`config.mk`:
```
export PLATFORM = sky130hd
export DESIGN_NAME = tx_data_control_p_flat
export DESIGN_NICKNAME = d
export VERILOG_FILES = /design/src/rtl/tx_data_control_p_if.sv /design/src/rtl/tx_data_control_p.sv /design/src/flat_wrapper.sv
export SDC_FILE = /design/constraint.sdc
export NUM_CORES = 1
export LEC_CHECK = 0
export CORE_UTILIZATION = 35
export CTS_BUF_LIST = sky130_fd_sc_hd__clkbuf_4
export CTS_CLUSTER_DIAMETER = 50
export DETAILED_ROUTE_END_ITERATION = 7
export PLACE_DENSITY = 0.55
export SLEW_MARGIN = 10
export SYNTH_ARGS = -nofsm -noshare
export SYNTH_HDL_FRONTEND = slang
export SYNTH_SLANG_ARGS = --single-unit
```
`constraint.sdc`:
```
create_clock -name posedge_clk -period 3.1 [get_ports posedge_clk]
set_clock_uncertainty 0.1 [all_clocks]
set_input_delay 0.775 -clock posedge_clk [delete_from_list [all_inputs] [get_ports posedge_clk]]
set_output_delay 0.775 -clock posedge_clk [all_outputs]
set_load 0.01 [all_outputs]
```
`src/rtl/tx_data_control_p_if.sv`:
```
// rtl/tx_data_control_p_if.sv - character offer/accept handshake into the DS encoder
//
// Purpose: carries one character from the TX FSM/credit logic to the encoder.
// Ports (signals):
//   char_valid  master->slave  character offered
//   char_type   master->slave  0 data, 1 control, 2 time code, 3 reserved (control)
//   char_data   master->slave  data/time-code byte, control code in [1:0]
//   char_ready  slave->master  encoder takes the offered char this cycle
interface tx_data_control_p_if;
    logic       char_valid;
    logic [1:0] char_type;
    logic [7:0] char_data;
    logic       char_ready;

    modport master (
        output char_valid,
        output char_type,
        output char_data,
        input  char_ready
    );

    modport slave (
        input  char_valid,
        input  char_type,
        input  char_data,
        output char_ready
    );
endinterface

```
`src/rtl/tx_data_control_p.sv`:
```
// rtl/tx_data_control_p.sv - SpaceWire transmit character encoder onto Data/Strobe lines
//
// Purpose: serialises data, control, time-code and auto-NULL characters, one bit per
// clock, with odd parity and DS strobe encoding.
// Ports:
//   posedge_clk  in   transmit clock (rising edge)
//   tx_reset     in   asynchronous active-high reset
//   enable_tx    in   1: transmitter enabled, 0: lines low and encoder flushed
//   ch           slave character handshake (char_valid/type/data in, char_ready out)
//   dout, sout   out  registered DS data and strobe lines
//   busy         out  dout currently carries a bit of a character
module tx_data_control_p #(
    parameter bit PAR_INIT    = 1'b0,
    parameter bit INSERT_NULL = 1'b1
) (
    input  logic                      posedge_clk,
    input  logic                      tx_reset,
    input  logic                      enable_tx,
    tx_data_control_p_if.slave        ch,
    output logic                      dout,
    output logic                      sout,
    output logic                      busy
);

    typedef enum logic [1:0] {
        ST_OFF,
        ST_LOAD,
        ST_SHIFT
    } state_t;

    state_t      state;
    logic [12:0] shreg;
    logic [3:0]  bit_cnt;
    logic        prev_par;
    logic        pend_par;

    logic [13:0] ld_vec;
    logic [3:0]  ld_len;
    logic        ld_par;
    logic        start_char;
    logic        emit_bit;

    // LOAD is entered in the cycle the last bit of the previous char sits on dout,
    // so accepting here gives back-to-back characters with no idle bit.
    assign ch.char_ready = (state == ST_LOAD) && enable_tx;
    assign start_char    = ch.char_valid || INSERT_NULL;
    assign emit_bit      = (state == ST_LOAD) ? ld_vec[0] : shreg[0];

    // Whole character sequence, first bit in bit 0. Control P = ~(1 ^ prev_par) = prev_par,
    // data P = ~prev_par. Inside NULL / time code the char following the ESC sees a
    // previous payload of 2'b11, whose parity is 0, so its P is fixed.
    always_comb begin
        ld_vec = '0;
        ld_len = 4'd8;
        ld_par = 1'b0;
        if (!ch.char_valid) begin
            ld_vec[7:0] = {4'b0010, 3'b111, prev_par};
        end else begin
            case (ch.char_type)
                2'd0: begin
                    ld_vec[9:0] = {ch.char_data, 1'b0, ~prev_par};
                    ld_len      = 4'd10;
                    ld_par      = ^ch.char_data;
                end
                2'd2: begin
                    ld_vec = {ch.char_data, 1'b0, 1'b1, 3'b111, prev_par};
                    ld_len = 4'd14;
                    ld_par = ^ch.char_data;
                end
                default: begin
                    ld_vec[3:0] = {ch.char_data[1:0], 1'b1, prev_par};
                    ld_len      = 4'd4;
                    ld_par      = ^ch.char_data[1:0];
                end
            endcase
        end
    end

    always_ff @(posedge posedge_clk or posedge tx_reset) begin
        if (tx_reset) begin
            state    <= ST_OFF;
            shreg    <= '0;
            bit_cnt  <= '0;
            prev_par <= PAR_INIT;
            pend_par <= PAR_INIT;
            dout     <= 1'b0;
            sout     <= 1'b0;
            busy     <= 1'b0;
        end else if (!enable_tx) begin
            state    <= ST_OFF;
            shreg    <= '0;
            bit_cnt  <= '0;
            prev_par <= PAR_INIT;
            pend_par <= PAR_INIT;
            dout     <= 1'b0;
            sout     <= 1'b0;
            busy     <= 1'b0;
        end else begin
            case (state)
                ST_OFF: begin
                    state <= ST_LOAD;
                    busy  <= 1'b0;
                end
                ST_LOAD: begin
                    if (start_char) begin
                        dout     <= emit_bit;
                        // strobe flips when data does not, so dout^sout changes every bit
                        sout     <= sout ^ (emit_bit ~^ dout);
                        shreg    <= ld_vec[13:1];
                        bit_cnt  <= ld_len - 4'd1;
                        pend_par <= ld_par;
                        busy     <= 1'b1;
                        state    <= ST_SHIFT;
                    end else begin
                        busy <= 1'b0;
                    end
                end
                ST_SHIFT: begin
                    dout    <= emit_bit;
                    sout    <= sout ^ (emit_bit ~^ dout);
                    shreg   <= {1'b0, shreg[12:1]};
                    bit_cnt <= bit_cnt - 4'd1;
                    busy    <= 1'b1;
                    if (bit_cnt == 4'd1) begin
                        // last bit goes out now; its payload parity becomes visible to the next P
                        state    <= ST_LOAD;
                        prev_par <= pend_par;
                    end
                end
                default: begin
                    state <= ST_OFF;
                end
            endcase
        end
    end

endmodule

```
`src/flat_wrapper.sv`:
```
// flat-port wrapper written by rule: the top's interface ports become plain ports
module tx_data_control_p_flat 
#(
    parameter bit PAR_INIT    = 1'b0,
    parameter bit INSERT_NULL = 1'b1
)
  (posedge_clk, tx_reset, enable_tx, dout, sout, busy, ch_char_valid, ch_char_type, ch_char_data, ch_char_ready);
  tx_data_control_p_if ch_i ();
  input  logic posedge_clk;
  input  logic tx_reset;
  input  logic enable_tx;
  output logic dout;
  output logic sout;
  output logic busy;
  input wire logic [$bits(ch_i.char_valid)-1:0] ch_char_valid;
  input wire logic [$bits(ch_i.char_type)-1:0] ch_char_type;
  input wire logic [$bits(ch_i.char_data)-1:0] ch_char_data;
  output wire logic [$bits(ch_i.char_ready)-1:0] ch_char_ready;
  assign ch_i.char_valid = ch_char_valid;
  assign ch_i.char_type = ch_char_type;
  assign ch_i.char_data = ch_char_data;
  assign ch_char_ready = ch_i.char_ready;
  tx_data_control_p #(.PAR_INIT(PAR_INIT), .INSERT_NULL(INSERT_NULL)) u_core (.posedge_clk(posedge_clk), .tx_reset(tx_reset), .enable_tx(enable_tx), .ch(ch_i), .dout(dout), .sout(sout), .busy(busy));
endmodule
```
# ---- Word level (Yosys, flattened, before mapping)
# Cells that the tools add are included.
dict set report classes {
  addsub 2
  n_eq_ne 11
  mux 28
  n_bitwise 3
  n_reduce_logical 8
}
# operator n
set ops {}
lappend ops {{$pmux W13 S2} 1}
lappend ops {{$pmux W4 S2} 3}
lappend ops {{$mux W1} 13}
lappend ops {{$mux W13} 1}
lappend ops {{$mux W4} 3}
lappend ops {{$pmux W6 S2} 1}
lappend ops {{$mux W8} 1}
lappend ops {{$reduce_xor A8 Y1} 1}
lappend ops {{$sub A4 B1 Y4 const B} 2}
lappend ops {{$mux W6} 1}
lappend ops {{$ne A2 B1 Y1 const B} 3}
lappend ops {{$ne A3 B2 Y1 const B} 2}
lappend ops {{$pmux W2 S3} 1}
lappend ops {{$eq A2 B2 Y1 const B} 2}
lappend ops {{$eq A4 B1 Y1 const B} 1}
lappend ops {{$logic_not A2 Y1} 2}
lappend ops {{$mux W2} 2}
lappend ops {{$reduce_or A2 Y1} 2}
lappend ops {{$ne A3 B1 Y1 const B} 1}
lappend ops {{$eq A2 B1 Y1 const B} 1}
lappend ops {{$ne A2 B2 Y1 const B} 1}
lappend ops {{$pmux W1 S2} 1}
lappend ops {{$reduce_and A2 Y1} 1}
lappend ops {{$reduce_xor A2 Y1} 1}
lappend ops {{4 further kinds} 4}
dict set report word_totals {
  register_bits 24
  output_inout_bits 4
}

# ---- Depth between registers and ports, before layout
# Gate-level depths: netlist (run 1).
dict set report depth {
  depth_word 8
  mapped_depth 8
  mapped_depth_nobuf 6
}

# ---- Worst setup path after synthesis (run 1)
# Ideal clock, no wire load.
dict set report synth_timing {
  path_kind {input to output}
  from {input enable_tx}
  to {output ch_char_ready}
  t_arrival_ps 1177
  t_required_ps 2225
  slack_ps 1048
  cell_stages 3
  path_cell_list {buf_4 inv_2 nor2_1}
}
dict set report synth_between {
  elab_chain_cells 1
}
# element line_no
set synth_rtl {}
lappend synth_rtl {{from (decl)} flat_wrapper.sv:11} ;# input logic enable_tx;
lappend synth_rtl {{$logic_and A1 B1 Y1} tx_data_control_p.sv:45} ;# assign ch.char_ready = (state == ST_LOAD) && enable_tx;
lappend synth_rtl {{to (decl)} flat_wrapper.sv:18} ;# output wire logic [$bits(ch_i.char_ready)-1:0] ch_char_ready;
# Every way passes these cells.

# ---- Worst setup path after layout (run 1)
# Ends and elaborated chain as after synthesis.

==> flow_summary.ini, run 1 <==
[status]
outcome = finished clean

[worst_setup_path]
path_cells = clkdlybuf4s50_1, inv_2, nor2_1, clkdlybuf4s50_1
arrival_ns = 2.00
cp_slowest_stage_delay_ns = 0.56
cp_num_buf_inv = 3
cp_top_family = buffers and inverters
crit_type = input port to primary output
start_kind = input port
crit_required_ns = 2.22
worst_path_max_delay_cell = clkdlybuf4s50_1
path_max_fanout = 2
endpoint_kind = primary output
crit_top_cell = clkdlybuf4s50_1

[floorplan]
start_util_pct = 36.8
die_area_sq_um = 4500
die_w_um = 67.1
die_h_um = 67.1
coreArea_sq_um = 4030
rows = 23
io_pins = 18

[yosys]
ys_warn_count = 0
syn_inst = 160
netlist_area_sq_um = 1480
yosysTopAreaCell = dfrtp_1
postSynthAreaPerCell_sq_um = 9.27
synth-main-ff-cell = dfrtp_1
synth_edf_count = 0
ys_seq_area_share_pct = 40.5
synth_area_leaders = dfrtp_1 (41%), nor2_1 (5.3%), ha_1 (5.1%)
ys_ff_latch = 24
yosys.area.top_type_share_pct = 40.5
synth-async-reset-ratio_pct = 100
synth.net_count = 180
synth.distinct_cells = 41

[timing]
hold-worst-slack_ns = 0.406
rsz0062_at_grt = false
period_share_pct = 92.9
setup_violations = 0
min_period_ns = 2.88
clock.fmax_ghz = 0.347
timing.setup.tns_ns = 0
tightest_slew_ns = 0.505
relSlewSlack_pct = 66.2
drv_slew = 0
worst_slack_ns = 0.222
finalHoldViolCount = 0

[clocking]
cts.sinks = 24
insertion_delay_ns = 0.32
htreeDepth = 1
cts_buffer_depth = 2
cts_tree = yes
cts.repair.resized = 0
cts_buffers = 3
cts_root_buf = clkbuf_4
post_cts.repair.setup_buffers = 0
clkTransAtPathRegs_ns = 0.12
cts_hold_buf = 0

[cells_and_area]
antenna_cells = 0
fill_cells = 403
syn_to_final_growth_pct = 17.7
final_cells = 229
drive_gt1_share_pct = 10.6
final_nets = 201

[grt]
grt_pass1_wl_um = 5810
grt_max_degree = 25
track_usage_pct = 17.3
grt_antenna_before_repair = 0
grt_pass1_vias = 1254
gr-total-overflow = 0

[place]
place_congestion = 0.723
hpwl_um = 2490
port_buffers = 17
dp_slack_ns = 0.214
dp_cells = 226

[worst_hold_path]
hp-class = flip-flop to flip-flop

[pwr]
p_total_uw = 883
leakagePower_uw = 0.000754
ir_drop_mv = 0.267
cellPowerDensity_nw_per_um2 = 506

[detailed_routing]
vias = 1244
drtIter0Drc = 44
first_pass_iters = 4
drc = 0
wirelength_um = 3430
wire_per_inst_um = 15.0
detail-route-antenna-nets = 0
viasPerCell = 5.43

[job]
cap_violations = 0
[report_power, final]
group / switching, uW / total, uW / internal (uW)
clock network: 93.7 / 139 / 45.5
registers: 37.4 / 403 / 366
logic: 178 / 340 / 162
[final timing paths]
kind                       slack [ns]           endpoint             start  depth (start not counted)
setup / recovery                 0.22      ch_char_ready         enable_tx                          4
min in group asynchronous        0.69  u_core.bit_cnt[3]          tx_reset                          3
hold / removal                   0.41   u_core.shreg[12]  u_core.shreg[12]                          2
hold reg to reg                  0.41   u_core.shreg[12]  u_core.shreg[12]                          2
setup reg to reg                 1.17   u_core.shreg[11]   u_core.state[0]                          7
max in group asynchronous        1.95        u_core.sout          tx_reset                          3
[state kept, by name, summed over array words and instances (netlist names)]
name             flops
u_core.bit_cnt       4
u_core.dout          1
u_core.busy          1
u_core.shreg        13
u_core.pend_par      1
u_core.state         2
u_core.sout          1
u_core.prev_par      1
[cells in the mapped netlist, types with 4 or more instances]
cell	instances
ha_1	6
a221oi_1	5
inv_1	7
a21oi_1	10
nor2b_1	6
nor2_1	21
nand2_1	13
o21ai_0	7
nand3_1	5
dfrtp_1	24
mux2_2	4
xnor2_1	4
[through the flow]
step	area, sq um	utilization (%)
global route	1750	43.3
floorplan	1480	-
global placement	1720	42.8
CTS	1750	43.3
finish	1750	43.3
detailed placement	1720	42.8
[routing by layer]
layer  track usage (%)  vias to the layer above  wire length, um
met5                 0                        -                0
met4              3.19                        0               19
met3              3.60                        2              128
met2              31.4                       24             1760
met1              20.9                      606             1530
li1                  -                      612                -
[layout by cell type, fill, tap and decap left out, types with 5 or more instances in the layout]
cell	n
dfrtp_1	24
o21ai_0	7
nand3_1	5
clkdlybuf4s50_1	17
a21oi_1	10
buf_4	7
nor2_1	21
a221oi_1	5
inv_1	7
nor2b_1	6
nand2_1	13
ha_1	6
[area by class of cell]
cell class	instances	area (sq um)	area share, %
clock buffers	3	22.5	1.29
multi-input cells	119	803	46.0
flip-flops and latches	24	601	34.4
well taps	50	62.6	3.58
repair buffers	24	223	12.8
inverters	9	33.8	1.94
[tightest hold or removal path, stage by stage (launching register included)]
cell     delay [ns]
dfrtp_1        0.37
nand2_1        0.05
o21ai_0        0.06
[logic make-up (layout without fill, tap and decap cells)]
logic type / count (synthesis) / count (layout) / share of synthesized area [%]
AO/OA/AOI/OAI: 41 / 41 / 19.6
flip-flops: 24 / 24 / 40.5
buffers and inverters: 17 / 36 / 5.32
multiplexers: 6 / 6 / 4.39
adder cells (fa/ha/maj): 6 / 6 / 5.06
XOR/XNOR: 6 / 6 / 4.47
AND/OR/NAND/NOR: 60 / 60 / 20.7
(Power assumes the default switching activity.)
==> run 2: changes to the inputs <==
--- a/config.mk
+++ b/config.mk
@@ -6,7 +6,6 @@
 export NUM_CORES = 1
 export LEC_CHECK = 0
 export CORE_UTILIZATION = 35
-export CTS_BUF_LIST = sky130_fd_sc_hd__clkbuf_4
 export CTS_CLUSTER_DIAMETER = 50
 export DETAILED_ROUTE_END_ITERATION = 7
 export PLACE_DENSITY = 0.55
==> run 2 against run 1 <==
Effect of this change:
- clock power increased by 34%
- global-route usage increased by 0.14 points
- sequential share of layout area decreased by 0.37 points
- first-iteration DRC count increased by 18%
- critical path depth unchanged
- count of clock-buffer cells in the layout unchanged
- combinational power about the same
- die area unchanged
- setup slack improved by 0.00067 ns
- critical path type unchanged
- highest routed layer unchanged
==> flow_summary.ini, run 2 (synthesis results as in run 1) <==
[timing]
drv_slew = 0
rsz0062_at_grt = false
finalHoldViolCount = 0
tightest_slew_ns = 0.504
timing.setup.tns_ns = 0
period_share_pct = 92.8
setup_violations = 0
min_period_ns = 2.88
clock.fmax_ghz = 0.347
relSlewSlack_pct = 66.2

[grt]
grt_antenna_before_repair = 0
grt_pass1_wl_um = 5830
grt_max_degree = 25
track_usage_pct = 17.5
grt_pass1_vias = 1252
gr-total-overflow = 0

[pwr]
cellPowerDensity_nw_per_um2 = 527
power.internal_uw = 615
leakagePower_uw = 0.000762
p_seq_share_pct = 43.4
ir_drop_mv = 0.288
switching_share_pct = 33.8
p_total_uw = 929
p_clk_share_pct = 20.0
power_switching_uw = 314
comb_power_share_pct = 36.6

[cells_and_area]
final_cell_area_sq_um = 1760
drive_gt1_share_pct = 10.6
top_regs = u_core.shreg: 13 flops, u_core.bit_cnt: 4 flops, u_core.state: 2 flops
final_common_cell = dfrtp_1
syn_to_final_growth_pct = 19.0
antenna_cells = 0
largest_register = u_core.shreg
fill_cells = 401
final_nets = 201
layout_common_cells = dfrtp_1 (24), nor2_1 (21), clkdlybuf4s50_1 (17)
largest_register_ffs = 13

[detailed_routing]
drtIter0Drc = 52
drc = 0
wirelength_um = 3460
vias = 1245
first_pass_iters = 4
detail-route-antenna-nets = 0
viasPerCell = 5.44
wire_per_inst_um = 15.1

[floorplan]
die_w_um = 67.1
rows = 23
die_area_sq_um = 4500
start_util_pct = 36.8
io_pins = 18
coreArea_sq_um = 4030
die_h_um = 67.1

[place]
place_congestion = 0.723
port_buffers = 17
place_area_sq_um = 1720
hpwl_um = 2490

[clocking]
cts_hold_buf = 0
cts_root_buf = clkbuf_8
post_cts.repair.setup_buffers = 0
htreeDepth = 1
cts.sinks = 24
cts_tree = yes
insertion_delay_ns = 0.27
cts_buffers = 3
clkTransAtPathRegs_ns = 0.08
cts.repair.resized = 0
cts_buffer_depth = 2

[job]
cap_violations = 0

[worst_setup_path]
arrival_ns = 2.00
path_max_fanout = 2
crit_required_ns = 2.22
start_kind = input port
crit_type = input port to primary output
endpoint_kind = primary output

[worst_hold_path]
hp-class = flip-flop to flip-flop

[status]
outcome = finished clean
==> run 2: worst paths after layout <==
check	from	endpoint	slack, ns	cells after the start
worst max-delay path	enable_tx	ch_char_ready	0.22	4
worst min-delay path	u_core.shreg[12]	u_core.shreg[12]	0.40	2
worst max register to register	u_core.state[0]	u_core.shreg[11]	1.18	7
worst min register to register	u_core.shreg[12]	u_core.shreg[12]	0.40	2
max in group asynchronous	tx_reset	u_core.sout	1.89	3
min in group asynchronous	tx_reset	u_core.bit_cnt[3]	0.75	3
==> run 2: per-stage QoR <==
stage	cells	hold slack (ns)	util [%]	setup slack, ns
finish	229	0.395	43.8	0.222
global route	229	0.439	43.8	0.160
CTS	229	0.402	43.8	0.204
detailed placement	226	0.382	42.8	0.214
global placement	226	0.373	42.8	0.253
floorplan	160	0.350	-	1.05
==> run 2: layer usage <==
layer	routed length, um	vias up	GRT usage [%]
li1	-	609	-
met1	1560	612	21.2
met2	1780	22	31.1
met3	103	2	3.60
met4	21	0	3.99
met5	0	-	0
==> run 2: layout make-up <==
| type | instances | area (sq um) | area share (%) |
|---|---|---|---|
| multi-input combinational | 119 | 803 | 45.5 |
| sequential | 24 | 601 | 34.0 |
| timing repair buffer | 24 | 223 | 12.6 |
| tap | 50 | 62.6 | 3.55 |
| clock buffer | 3 | 41.3 | 2.34 |
| inverter | 9 | 33.8 | 1.91 |
==> run 2: worst max-delay path, cell delays in order <==
cell             delay [ns]
clkdlybuf4s50_1        0.49
inv_2                  0.04
nor2_1                 0.13
clkdlybuf4s50_1        0.56
==> run 2: power groups by stage <==
stage	Clock (uW)	Sequential, uW	Combinational, uW
global route	200	410	382
detailed placement	0	410	343
floorplan	0	406	233
global placement	0	408	334
CTS	194	404	345
finish	186	404	340
==> run 3: changes to the inputs <==
--- a/config.mk
+++ b/config.mk
@@ -5,10 +5,10 @@
 export SDC_FILE = /design/constraint.sdc
 export NUM_CORES = 1
 export LEC_CHECK = 0
-export CORE_UTILIZATION = 35
+export CORE_UTILIZATION = 59
 export CTS_CLUSTER_DIAMETER = 50
 export DETAILED_ROUTE_END_ITERATION = 7
-export PLACE_DENSITY = 0.55
+export PLACE_DENSITY = 0.85
 export SLEW_MARGIN = 10
 export SYNTH_ARGS = -nofsm -noshare
 export SYNTH_HDL_FRONTEND = slang
==> run 3 against run 2 <==
Effect of this change:
- critical path depth unchanged
- combinational power about the same
- sequential power about the same
- flip-flop and latch count unchanged
- wire length down 6.4%
- die area down 40%
- critical path type unchanged
- largest cell class unchanged
- largest power group unchanged
==> flow_summary.ini, run 3 (synthesis results as in run 1) <==
[worst_setup_path]
worst_path_max_delay_cell = clkdlybuf4s50_1
crit_type = input port to primary output
start_kind = input port
path_cells = clkdlybuf4s50_1, inv_2, nor2_1, clkdlybuf4s50_1
arrival_ns = 2.12
path_max_fanout = 3
endpoint_kind = primary output
cp_slowest_stage_delay_ns = 0.59
crit_top_cell = clkdlybuf4s50_1
crit_required_ns = 2.22

[timing]
clock.fmax_ghz = 0.334
drv_slew = 0
setup_violations = 0
hold-worst-slack_ns = 0.405
worst_slack_ns = 0.104
min_period_ns = 3.00
relSlewSlack_pct = 65.1
finalHoldViolCount = 0
rsz0062_at_grt = false
tightest_slew_ns = 0.522
timing.setup.tns_ns = 0
period_share_pct = 96.7

[detailed_routing]
drtIter0Drc = 35
vias = 1270
drc = 0
viasPerCell = 6.17
detail-route-antenna-nets = 0
wire_per_inst_um = 15.7
first_pass_iters = 4
wirelength_um = 3240

[pwr]
ir_drop_mv = 0.402
cellPowerDensity_nw_per_um2 = 518
p_total_uw = 887
leakagePower_uw = 0.000749

[cells_and_area]
final_cells = 206
syn_to_final_growth_pct = 15.4
final_common_cell = dfrtp_1
largest_register = u_core.shreg
layout_common_cells = dfrtp_1 (24), nor2_1 (21), clkdlybuf4s50_1 (17)
final_nets = 200
fill_cells = 182
largest_register_ffs = 13
antenna_cells = 0
drive_gt1_share_pct = 10.1
top_regs = u_core.shreg: 13 flops, u_core.bit_cnt: 4 flops, u_core.state: 2 flops

[clocking]
cts.sinks = 24
cts_hold_buf = 0
clkTransAtPathRegs_ns = 0.13
cts_tree = yes
cts_buffer_depth = 2
cts_buffers = 3
cts_root_buf = clkbuf_4
htreeDepth = 1
post_cts.repair.setup_buffers = 0
cts.repair.resized = 0
insertion_delay_ns = 0.32

[grt]
grt_max_degree = 25
grt_antenna_before_repair = 0
gr-total-overflow = 0
track_usage_pct = 27.8
grt_pass1_vias = 1283
grt_pass1_wl_um = 5530

[status]
outcome = finished clean

[floorplan]
start_util_pct = 64.5
die_w_um = 52.1
die_area_sq_um = 2720
coreArea_sq_um = 2300
die_h_um = 52.1
io_pins = 18
rows = 17

[worst_hold_path]
hp-class = flip-flop to flip-flop

[place]
port_buffers = 17
dp_slack_ns = 0.119
hpwl_um = 2340
dp_cells = 203
place_congestion = 0.897

[job]
cap_violations = 0
## run 3: cell count changes in the layout (fill, tap and decap cells not counted), sizes merged
cell and delta:
buf -1
## run 3: final timing paths
path | from | to | slack [ns] | cells past startpoint
worst max-delay path | enable_tx | ch_char_ready | 0.10 | 4
worst min-delay path | u_core.shreg[11] | u_core.shreg[11] | 0.41 | 2
worst max register to register | u_core.state[0] | u_core.shreg[8] | 1.18 | 7
worst min register to register | u_core.shreg[11] | u_core.shreg[11] | 0.41 | 2
max in group asynchronous | tx_reset | u_core.shreg[9] | 1.99 | 3
min in group asynchronous | tx_reset | u_core.bit_cnt[0] | 0.68 | 3
## run 3: power breakdown
part	switching, uW	leakage [uW]	total, uW	internal (uW)
combinational	178	0.000416	340	161
sequential	38.8	0.000319	405	366
clock	96.7	0.0000138	142	45.6
## run 3: layer usage
| layer | up-vias | GRT usage (%) | wire (um) |
|---|---|---|---|
| met5 | - | 0 | 0 |
| met4 | 0 | 12.7 | 29 |
| met3 | 4 | 4.39 | 135 |
| met2 | 33 | 49.6 | 1710 |
| met1 | 623 | 32.3 | 1360 |
| li1 | 610 | - | - |
## run 3: area by class of cell
class,instances,area [sq um],share of cell area [%]
Inverter,9,33.8,1.98
Clock buffer,3,22.5,1.32
Timing Repair Buffer,23,215,12.6
Sequential cell,24,601,35.1
Tap cell,28,35.0,2.05
Multi-Input combinational cell,119,803,47.0
## run 3: metrics by stage
stage,cell area (sq um),util [%]
floorplan,1480,-
detailed placement,1690,73.5
finish,1710,74.5
global route,1710,74.5
CTS,1710,74.5
global placement,1690,73.5
## run 3: worst max-delay path: cells and delay by family
| kind | cells | cell delay (ns) |
|---|---|---|
| and+or+nand+nor | 1 | 0.22 |
| buffers and inverters | 3 | 1.12 |
